## config.mk

```make
export PLATFORM = sky130hd
export DESIGN_NAME = fc_layer_ctrl
export DESIGN_NICKNAME = d
export VERILOG_FILES = /design/src/rtl/fc_layer_ctrl_pkg.sv /design/src/rtl/fc_layer_ctrl_addr_gen.sv /design/src/rtl/fc_layer_ctrl.sv
export SDC_FILE = /design/constraint.sdc
export NUM_CORES = 1
export LEC_CHECK = 0
export BUFFER_PORTS_ARGS = -buffer_cell sky130_fd_sc_hd__buf_2
export CORE_MARGIN = 1
export CORE_UTILIZATION = 55
export CTS_CLUSTER_DIAMETER = 200
export DETAILED_ROUTE_END_ITERATION = 8
export PLACE_DENSITY_LB_ADDON = 0.05
export SYNTH_ARGS = -nofsm -noshare
export SYNTH_HDL_FRONTEND = slang
export SYNTH_HIERARCHICAL = 1
export SYNTH_SLANG_ARGS = --single-unit
```

## constraint.sdc

```tcl
create_clock -name clk -period 3.4 [get_ports clk]
set_clock_uncertainty 0.05 [all_clocks]
set_input_delay 0.34 -clock clk [delete_from_list [all_inputs] [get_ports clk]]
set_output_delay 0.34 -clock clk [all_outputs]
set_load 0.02 [all_outputs]
```

## src/rtl/fc_layer_ctrl_pkg.sv

```systemverilog
// Shared types and width helpers for the fully-connected layer controller.
// The width functions keep every counter at least one bit wide for degenerate sizes.
package fc_ctrl_pkg;

    typedef enum logic [1:0] {
        LOAD  = 2'd0,
        ISSUE = 2'd1,
        DRAIN = 2'd2,
        OUT   = 2'd3
    } fc_state_t;

    function automatic int k_width(input int n);
        return (n > 1) ? $clog2(n) : 1;
    endfunction

    function automatic int g_width(input int m, input int p);
        return $clog2(m / p) + 1;
    endfunction

    function automatic int j_width(input int p);
        return $clog2(p) + 1;
    endfunction

    function automatic int w_width(input int m, input int n, input int p);
        return ((m * n / p) > 1) ? $clog2(m * n / p) : 1;
    endfunction

endpackage

```

## src/rtl/fc_layer_ctrl_addr_gen.sv

```systemverilog
// Input-index (k) and output-group (g) counters with the derived x / weight addresses.
// The weight base advances by N per group so no multiplier is needed.
module fc_addr_gen
    import fc_ctrl_pkg::*;
#(
    parameter int M = 8,
    parameter int N = 8,
    parameter int P = 1
) (
    input  logic                        clk,
    input  logic                        reset,
    input  logic                        k_step,
    input  logic                        g_step,
    input  logic                        g_clr,
    output logic [k_width(N)-1:0]       addr_x,
    output logic [w_width(M,N,P)-1:0]   addr_w,
    output logic                        k_first,
    output logic                        k_last,
    output logic                        g_last
);

    localparam int KW = k_width(N);
    localparam int GW = g_width(M, P);
    localparam int AW = w_width(M, N, P);

    logic [KW-1:0] k_reg, k_next;
    logic [GW-1:0] g_reg, g_next;
    logic [AW-1:0] base_reg, base_next;

    assign k_first = (k_reg == '0);
    assign k_last  = (k_reg == KW'(N - 1));
    assign g_last  = (g_reg == GW'(M / P - 1));

    always_comb begin
        k_next    = k_reg;
        g_next    = g_reg;
        base_next = base_reg;
        if (k_step) begin
            k_next = k_last ? '0 : k_reg + KW'(1);
        end
        if (g_clr) begin
            g_next    = '0;
            base_next = '0;
        end else if (g_step) begin
            g_next    = g_reg + GW'(1);
            base_next = base_reg + AW'(N);
        end
    end

    always_ff @(posedge clk) begin
        if (reset) begin
            k_reg    <= '0;
            g_reg    <= '0;
            base_reg <= '0;
        end else begin
            k_reg    <= k_next;
            g_reg    <= g_next;
            base_reg <= base_next;
        end
    end

    assign addr_x = k_reg;
    assign addr_w = base_reg + AW'(k_reg);

endmodule

```

## src/rtl/fc_layer_ctrl.sv

```systemverilog
// Sequencer for one M x N fully-connected layer with P MAC lanes: load x, sweep
// the weight ROM per output group, then stream the P lane results out.
module fc_layer_ctrl
    import fc_ctrl_pkg::*;
#(
    parameter int M = 8,
    parameter int N = 8,
    parameter int T = 16,
    parameter int P = 1
) (
    input  logic                        clk,
    input  logic                        reset,
    input  logic                        input_valid,
    output logic                        input_ready,
    output logic                        output_valid,
    input  logic                        output_ready,
    output logic [k_width(N)-1:0]       addr_x,
    output logic                        wr_en_x,
    output logic [w_width(M,N,P)-1:0]   addr_w,
    output logic                        clear_acc,
    output logic                        en_acc,
    output logic [P-1:0]                f_sel
);

    localparam int JW = j_width(P);

    fc_state_t state_reg, state_next;
    logic [JW-1:0] j_reg, j_next;

    logic k_step, g_step, g_clr;
    logic k_first, k_last, g_last;
    logic j_last;

    // Data width only matters to the datapath; kept here so generated tops can pass it uniformly.
    logic [T-1:0] unused_t_probe;
    assign unused_t_probe = '0;

    fc_addr_gen #(
        .M (M),
        .N (N),
        .P (P)
    ) u_addr_gen (
        .clk     (clk),
        .reset   (reset),
        .k_step  (k_step),
        .g_step  (g_step),
        .g_clr   (g_clr),
        .addr_x  (addr_x),
        .addr_w  (addr_w),
        .k_first (k_first),
        .k_last  (k_last),
        .g_last  (g_last)
    );

    assign j_last = (j_reg == JW'(P - 1));

    always_comb begin
        state_next   = state_reg;
        j_next       = j_reg;
        input_ready  = 1'b0;
        output_valid = 1'b0;
        wr_en_x      = 1'b0;
        clear_acc    = 1'b0;
        en_acc       = 1'b0;
        k_step       = 1'b0;
        g_step       = 1'b0;
        g_clr        = 1'b0;
        case (state_reg)
            LOAD: begin
                input_ready = 1'b1;
                wr_en_x     = input_valid;
                if (input_valid) begin
                    k_step = 1'b1;
                    if (k_last) begin
                        g_clr      = 1'b1;
                        state_next = ISSUE;
                    end
                end
            end
            ISSUE: begin
                // Enable trails the address by one cycle to line up with the registered reads.
                k_step    = 1'b1;
                clear_acc = k_first;
                en_acc    = ~k_first;
                if (k_last) begin
                    state_next = DRAIN;
                end
            end
            DRAIN: begin
                en_acc     = 1'b1;
                j_next     = '0;
                state_next = OUT;
            end
            OUT: begin
                output_valid = 1'b1;
                if (output_ready) begin
                    if (!j_last) begin
                        j_next = j_reg + JW'(1);
                    end else begin
                        j_next = '0;
                        if (!g_last) begin
                            g_step     = 1'b1;
                            state_next = ISSUE;
                        end else begin
                            g_clr      = 1'b1;
                            state_next = LOAD;
                        end
                    end
                end
            end
            default: state_next = LOAD;
        endcase
    end

    always_ff @(posedge clk) begin
        if (reset) begin
            state_reg <= LOAD;
            j_reg     <= '0;
        end else begin
            state_reg <= state_next;
            j_reg     <= j_next;
        end
    end

    for (genvar gi = 0; gi < P; gi++) begin : g_fsel
        assign f_sel[gi] = (j_reg == JW'(gi));
    end

endmodule

```

# Yosys cells after proc, flatten, opt, wreduce, memory -nomap -nowiden
# Cells that the tools add are included.
[word_totals]
ff_bits = 16
input_bits = 4
output_inout_bits = 15
wordCells = 56
[classes]
n_addsub = 5
n_eq_ne = 10
n_mux = 28
n_bitwise = 2
reduce_logical = 6
[ops]
columns = ["op", "count"]
rows = [
  ["1-bit two-way mux", 17],
  ["2-bit two-way mux", 5],
  ["1-bit one-hot mux with 2 select lines", 4],
  ["2-bit one-hot mux with 4 select lines", 1],
  ["6-bit by 3-bit adder with 6-bit output", 1],
  ["6-bit by 4-bit adder with 6-bit output (second input constant)", 1],
  ["2-bit inequality test (second input constant)", 3],
  ["5-bit AND reduction", 1],
  ["4-bit by 1-bit adder with 4-bit output (second input constant)", 1],
  ["2-bit equality test (second input constant)", 2],
  ["4-bit by 3-bit equality test with 1-bit output (second input constant)", 1],
  ["2-bit by 1-bit inequality test with 1-bit output (second input constant)", 2],
  ["3-bit by 1-bit adder with 3-bit output (second input constant)", 1],
  ["3-bit equality test (second input constant)", 1],
  ["3-bit zero test", 1],
  ["3-bit two-way mux", 1],
  ["2-bit by 1-bit equality test with 1-bit output (second input constant)", 1],
  ["2-bit zero test", 1],
  ["1-bit inverter", 2],
  ["2-bit AND reduction", 1],
  ["2-bit nonzero test", 1],
  ["2-bit OR reduction", 1],
  ["1-bit adder (second input constant)", 1],
]

# Longest topological paths before layout
# Gate-level depths: netlist of the first run.
[logic_depth]
depth_word = 6
mapped_depth = 8
ltp_nobuf = 7

# Cells and area by module
# Netlist of the first run, hierarchy kept.
[by_module_without_submodules]
columns = ["mod", "instances", "cells_each", "area_each_um2", "seq_area_each_um2"]
rows = [
  ["fc_addr_gen", 1, 51, 506.7, 200.2],
  ["fc_layer_ctrl", 1, 32, 281.5, 40.0],
]

# Worst setup path after synthesis of the first run
# No wires, ideal clock.
[synth_path]
path_type = "flip-flop to flip-flop"
start = "register state_reg[0]"
end = "register u_addr_gen.k_reg[0], in the netlist u_addr_gen/addr_x[0]"
setup_time_ps = 66
arrival_time_ps = 1582
t_required_ps = 3284
slack_ps = 1702
stages_incl_launch_ff = 7
path_buffers = 0
synth_period_minus_slack_ps = 1698
path_cell_list = "dfxtp_1 inv_1 ha_1 and2_1 a21o_1 or3b_1 a21oi_2"
[synth_via]
elab_chain_cells = 2
elab_cells_between_ends = 3
cone_classes = "eq/ne: 1; mux: 1; reduce/logical: 1"
[synth_lines]
columns = ["item", "line", "rtl"]
rows = [
  ["start: declaration", "fc_layer_ctrl.sv:27", "fc_state_t state_reg, state_next;"],
  ["start signal: assignment", "fc_layer_ctrl.sv:120", "state_reg <= state_next;"],
  ["2-bit by 1-bit equality test with 1-bit output or 2-bit zero test (tied branches)", "fc_layer_ctrl.sv:68", "case (state_reg)"],
  ["1-bit one-hot mux with 2 select lines *", "fc_layer_ctrl.sv:68", ""],
  ["via k_step", "fc_layer_ctrl.sv:30", "logic k_step, g_step, g_clr;"],
  ["end signal: assignment", "fc_layer_ctrl_addr_gen.sv:56", "k_reg <= k_next;"],
  ["end: declaration", "fc_layer_ctrl_addr_gen.sv:26", "logic [KW-1:0] k_reg, k_next;"],
]
# Mark *: on every way through the listed nets, which the timed path passes. The rest lies on a longest branch.
# A chain may end at the register's enable or synchronous reset.

# Worst setup path after layout of the first run
[layout_path]
start = "register state_reg[0]"
end = "register u_addr_gen.g_reg[3]"
[layout_via]
elab_cells_between_ends = 5
cone_classes = "eq/ne: 1; mux: 2; reduce/logical: 2"
[layout_lines]
columns = ["item", "line", "rtl"]
rows = [
  ["2-bit equality test", "fc_layer_ctrl.sv:68", ""],
  ["1-bit two-way mux", "fc_layer_ctrl.sv:68", ""],
  ["via g_step", "fc_layer_ctrl.sv:30", ""],
  ["end signal: assignment", "fc_layer_ctrl_addr_gen.sv:57", "g_reg <= g_next;"],
  ["end: declaration", "fc_layer_ctrl_addr_gen.sv:27", "logic [GW-1:0] g_reg, g_next;"],
]
# The timed path passes the listed nets, and every way through them passes these cells.

==> results of run 1 <==
## power groups by stage
stage / sequential, mW / clock (mW) / combinational, mW
6_report: 0.145 / 0.115 / 0.0287
5_1_grt: 0.146 / 0.128 / 0.0319
4_1_cts: 0.145 / 0.120 / 0.0291
3_5_place_dp: 0.149 / 0 / 0.0291
3_3_place_gp: 0.148 / 0 / 0.0285
2_1_floorplan: 0.151 / 0 / 0.0205
## per-layer routing
metal / part of all wire (%) / routed length, um / up-vias / GRT usage (%)
met4: 1.7 / 22 / 0 / 10.3
met3: 4.6 / 59 / 4 / 10.2
met2: 45 / 573 / 12 / 29.5
li1: - / - / 312 / -
met1: 49 / 626 / 266 / 22.0
met5: 0 / 0 / - / 0
## critical path, cell delays in order, from the launching register on
cell	delay (ns)
dfxtp_1	0.40
ha_1	0.30
nand2_1	0.08
nor2_1	0.52
nand4_1	0.20
mux2_2	0.31
## worst min path at each step
stage | from | to | slack, ns
3_5_place_dp | u_addr_gen/g_reg[1]$_SDFFE_PP0P_ | u_addr_gen/g_reg[1]$_SDFFE_PP0P_ | 0.47
6_report | reset | u_addr_gen/addr_x[0]$_SDFFE_PP0P_ | 0.28
3_3_place_gp | u_addr_gen/base_reg[4]$_SDFFE_PP0P_ | u_addr_gen/base_reg[4]$_SDFFE_PP0P_ | 0.46
4_1_cts | reset | u_addr_gen/addr_x[0]$_SDFFE_PP0P_ | 0.27
5_1_grt | reset | u_addr_gen/addr_x[0]$_SDFFE_PP0P_ | 0.28
2_1_floorplan | reset | u_addr_gen/addr_x[0]$_SDFFE_PP0P_ | 0.35
## cell families after synthesis
family,Yosys count
and+or+nand+nor,29
AOI/OAI and AO/OA,14
DFF,12
adders and majority gates,10
buffers and inverters,10
muxes,5
xor gates and xnor gates,2
other,1
## Yosys cell counts (2+ instances only)
| cell type | instances |
|---|---|
| nand2b_1 | 2 |
| nor2b_1 | 2 |
| nand4_1 | 2 |
| nand3b_1 | 3 |
| inv_1 | 4 |
| ha_1 | 10 |
| mux2i_1 | 4 |
| xnor2_1 | 2 |
| nand3_1 | 2 |
| nor2_1 | 8 |
| and2_1 | 2 |
| a21bo_2 | 2 |
| a21oi_1 | 5 |
| buf_4 | 4 |
| nand2_1 | 2 |
| dfxtp_1 | 12 |
## cell usage in the layout, fill, tap and decap left out, types with 2 or more instances in the layout
master	n
xnor2_1	2
nand3_1	2
dfxtp_1	12
nor2_1	8
buf_2	17
ha_1	10
nor2b_1	2
nand2b_1	2
clkbuf_4	3
a21bo_2	2
mux2i_1	4
a21oi_1	5
inv_1	4
nand2_1	2
and2_1	2
nand3b_1	3
nand4_1	2
## cell type report
cell class / instances / area, um2
clock buffer: 4 / 36.3
fill: 123 / 434
timing repair buffer: 17 / 85.1
sequential: 12 / 240
multi-input combinational: 61 / 488
inverter: 4 / 15.0
tap: 15 / 18.8
## metrics by stage
stage / total power [mW] / util, %
floorplan: 0.171 / -
finish: 0.289 / 67.0
CTS: 0.294 / 67.0
global placement: 0.177 / 64.3
global route: 0.306 / 67.0
detailed placement: 0.178 / 64.3
==> results by group, run 1 <==
Power and ir drop
  – Combinational power share: 9.9%
  – Max VDD drop: 251 uV
  – Internal power: 219 uW
  – Clock power frac: 39.8%
  – P per Cell Area: 327 nW/um2
  – Sw Share: 24.1%
  – Sw Pwr: 69.7 uW
  – Seq pwr share: 50.3%
  – Pleak: 0.416 nW

Global route
  – Congestion Overflow GR: 0
  – Total GRT Usage: 19.6%
  – Largest net degree at the start of global routing: 10
  – Vias in the first global route: 470
  – Global-route wire length before repair: 1.93 mm
  – Initial antenna violation count: 0

Timing
  – Post-Route Setup TNS: 0 ns
  – Final Hold Slack: 0.280 ns
  – Period utilisation layout: 57.9%
  – # setup viols final: 0
  – Post-route setup slack: 1.43 ns
  – Slew margin rel.: 55.0%
  – Worst Tran Pin Value: 0.673 ns
  – RSZ-0062 raised after global routing: false
  – Tmin final: 1.97 ns
  – Fmax: 508 MHz
  – Final Hold Fails: 0
  – Max Slew Vio Count: 0

Detailed routing
  – Initial DRC Count: 7
  – DRT Wirelength: 1.28 mm
  – First-pass DRT Iterations: 3
  – Wirelength per Cell: 11.3 um
  – Via density per instance: 5.26
  – DRC Markers: 0
  – DRT antenna net count: 0
  – Via count: 594

Logic synthesis
  – Post-Synth XOR/XNOR Area: 2.22%
  – Synthesized Nets: 97
  – Ys flop type: dfxtp_1
  – Largest family of logic cells by synthesized area: simple AND/OR/NAND/NOR gates
  – Synth Area in Compound Gates: 14.9%
  – Average size of a mapped cell: 9.50 um2
  – Async SR Flop Fraction: 0%
  – Area fraction of the dominant cell type after synthesis: 30.5%
  – Fraction of synthesized area in multiplexers: 6.51%
  – Simple-gate portion of the synthesized area: 21.9%
  – Cell Area, Synth: 788 um2
  – Count of state elements after synthesis: 12
  – Post-Synth Adder-Cell Area: 15.9%
  – Post-synthesis cell count: 83
  – Largest area contributor in the synthesized netlist: dfxtp_1
  – Top post-synthesis cells by area: dfxtp_1 30%, ha_1 16%, mux2i_1 5.1%
  – Library cells used by synthesis: 33
  – Post-synth EDFFs: 0
  – Seq/Total Area, Yosys: 30.5%
  – Synth Warn #: 6

CTS
  – Root Buffer: clkbuf_4
  – H-tree depth: 1
  – Clock slew at reported path FFs: 0.08 ns
  – CTS tree: done
  – Hold_buf cts: 0
  – Setup Buffers After CTS: 0
  – Max Root-Sink Buffers: 2
  – CTS Buf Count: 3
  – Clk_lat worst skew: 0.28 ns
  – Clock sink count: 12
  – Cts repair resizes: 0

Setup path
  – CP Class: register to register
  – Worst setup SP type: register
  – FF-to-FF Start: state_reg[0]$_SDFFE_PP0P_
  – WP data required: 3.53 ns
  – CP endpoint: u_addr_gen/g_reg[3]$_SDFFE_PP0P_
  – CP Max Fanout: 9
  – FF-to-FF setup slack: 1.43 ns
  – Critical Path AT: 2.09 ns
  – FF-to-FF path depth: 5
  – Critical Path Start: state_reg[0]$_SDFFE_PP0P_
  – Reg2reg end: u_addr_gen/g_reg[3]$_SDFFE_PP0P_
  – CP endpoint kind: register

Place
  – Port Buffers: 17
  – Cell count after placement: 109
  – DP Worst Slack: 1.43 ns
  – HPWL after detailed placement: 1.03 mm
  – Post-DP Area: 847 um2
  – Final RePlAce weighted congestion: 0.661

Die
  – Die H: 39.9 um
  – Die area: 1590 um2
  – Initial Util: 59.8%
  – IO Pins: 19
  – Row count: 13
  – Die X: 39.9 um
  – Core Area: 1320 um2

Finish
  – Largest register FFs: 4
  – Ratio of cells with drive above 1 in the final layout: 29.6%
  – # diodes: 0
  – Non-Filler Instances: 113
  – Nets: 113
  – Non-Filler Cell Area, Final: 883 um2
  – Area added between synthesis and finish: 12.1%

Worst hold path
  – Hold/Removal Path Class: primary input to register
  – Hold Crit Depth: 2

Status
  – Outcome: complete, no violations

Flow run
  – Max Cap Viol: 0
No activity file was read; power rests on OpenSTA's default activity.
==> inputs of run 2 (changes only) <==
--- a/config.mk
+++ b/config.mk
@@ -7,7 +7,7 @@
 export LEC_CHECK = 0
 export BUFFER_PORTS_ARGS = -buffer_cell sky130_fd_sc_hd__buf_2
 export CORE_MARGIN = 1
-export CORE_UTILIZATION = 55
+export CORE_UTILIZATION = 46
 export CTS_CLUSTER_DIAMETER = 200
 export DETAILED_ROUTE_END_ITERATION = 8
 export PLACE_DENSITY_LB_ADDON = 0.05
==> constraint.sdc (replaced) <==
create_clock -name clk -period 1.8 [get_ports clk]
set_clock_uncertainty 0.05 [all_clocks]
set_input_delay 0.18 -clock clk [delete_from_list [all_inputs] [get_ports clk]]
set_output_delay 0.18 -clock clk [all_outputs]
set_load 0.02 [all_outputs]
==> results by group, run 2 (synthesis results as in run 1) <==
Status
  – Outcome: finished with violations
  – Failing checks: DRC

Finish
  – Filler cells: 163
  – Register area: 240 um2
  – Non-Filler Instances: 115
  – Area occupied by multi-input gates: 488 um2
  – Area added between synthesis and finish: 12.4%
  – Most frequent cells in the layout: 17 x buf_2, 12 x dfxtp_1, 10 x ha_1
  – Largest register FFs: 4
  – Nets: 115
  – Most common cell after layout, fill and taps aside: buf_2
  – # diodes: 0
  – Ratio of cells with drive above 1 in the final layout: 30.3%

Setup path
  – Worst setup SP type: register
  – CP endpoint kind: output port
  – FF-to-FF Start: state_reg[0]$_SDFFE_PP0P_
  – Critical Path Start: state_reg[1]$_SDFFE_PP0P_
  – CP Class: register to output port
  – CP Max Fanout: 4
  – WP data required: 1.57 ns
  – Critical Path AT: 1.46 ns
  – FF-to-FF setup slack: 0.13 ns

Place
  – HPWL after detailed placement: 1.04 mm
  – DP Worst Slack: 0.129 ns
  – Port Buffers: 17
  – Cell count after placement: 112
  – Final RePlAce weighted congestion: 0.792

Power and ir drop
  – Pleak: 0.420 nW
  – Max VDD drop: 342 uV
  – P per Cell Area: 551 nW/um2
  – Total chip power: 488 uW

Die
  – Die H: 43.4 um
  – Die area: 1880 um2
  – Core Area: 1560 um2
  – Row count: 14
  – IO Pins: 19
  – Initial Util: 50.6%
  – Die X: 43.4 um

Detailed routing
  – DRC Markers: 8
  – Via density per instance: 5.17
  – DRT antenna net count: 0
  – Initial DRC Count: 12
  – DRT Wirelength: 1.31 mm
  – Via count: 595
  – First-pass DRT Iterations: 6
  – Wirelength per Cell: 11.4 um

CTS
  – Max Root-Sink Buffers: 2
  – Clock sink count: 12
  – Hold_buf cts: 0
  – CTS Buf Count: 3
  – Clk_lat worst skew: 0.26 ns
  – CTS tree: done
  – Root Buffer: clkbuf_4
  – Clock slew at reported path FFs: 0.07 ns
  – Cts repair resizes: 0
  – Setup Buffers After CTS: 0
  – H-tree depth: 1

Global route
  – Vias in the first global route: 557
  – Global-route wire length before repair: 2.30 mm
  – Initial antenna violation count: 0
  – Largest net degree at the start of global routing: 9
  – Total GRT Usage: 16.3%
  – Congestion Overflow GR: 0

Timing
  – # setup viols final: 0
  – Tmin final: 1.69 ns
  – Max Slew Vio Count: 0
  – Fmax: 592 MHz
  – Post-route setup slack: 0.111 ns
  – Period utilisation layout: 93.8%
  – Post-Route Setup TNS: 0 ns
  – Final Hold Fails: 0
  – RSZ-0062 raised after global routing: false

Worst hold path
  – Hold path startpoint: reset
  – Hold/Removal Path Class: primary input to register

Flow run
  – Max Cap Viol: 0
[run 2: changes by cell type in the layout (fill, tap and decap cells not counted), sizes merged]
cell | before | now
buf | 17 | 19
clkbuf | 4 | 3
[run 2: metal layers]
layer / vias up / global-route usage, % / part of all wire, %
met2: 11 / 27.3 / 47
met5: - / 0 / 0
met4: 0 / 5.63 / 0.99
li1: 315 / - / -
met1: 267 / 21.5 / 49
met3: 2 / 2.50 / 3.7
[run 2: stage by stage]
stage	util (%)	hold slack, ns	instance area [um2]
detailed placement	55.4	0.419	863
global route	56.8	0.150	886
CTS	56.8	0.135	886
finish	56.8	0.139	886
floorplan	-	0.192	788
global placement	55.4	0.421	863
[run 2: area by class of cell]
class | instances | area share [%]
Sequential cell | 12 | 27.1
Clock buffer | 3 | 2.54
Inverter | 4 | 1.69
Multi-Input combinational cell | 61 | 55.1
Timing Repair Buffer | 19 | 11.3
Tap cell | 16 | 2.26
[run 2: path summary, 6_finish.rpt]
path                                                          end  cells past startpoint
worst max-delay path                                       en_acc                      5
worst min-delay path            u_addr_gen/addr_x[0]$_SDFFE_PP0P_                      2
worst max register to register  u_addr_gen/addr_x[0]$_SDFFE_PP0P_                      6
worst min register to register  u_addr_gen/addr_x[0]$_SDFFE_PP0P_                      2
[run 2: worst max-delay path, cell delays in order, from the launching register on]
cell,delay [ns]
dfxtp_1,0.38
inv_1,0.10
ha_1,0.25
nor2b_1,0.15
o21a_1,0.16
buf_2,0.15
[run 2: where the power goes]
| part | switching (mW) | total, mW | internal, mW |
|---|---|---|---|
| Sequential | 0.00453 | 0.274 | 0.269 |
| Clock | 0.0828 | 0.160 | 0.0771 |
| Combinational | 0.0332 | 0.0544 | 0.0212 |
| Total | 0.121 | 0.488 | 0.368 |
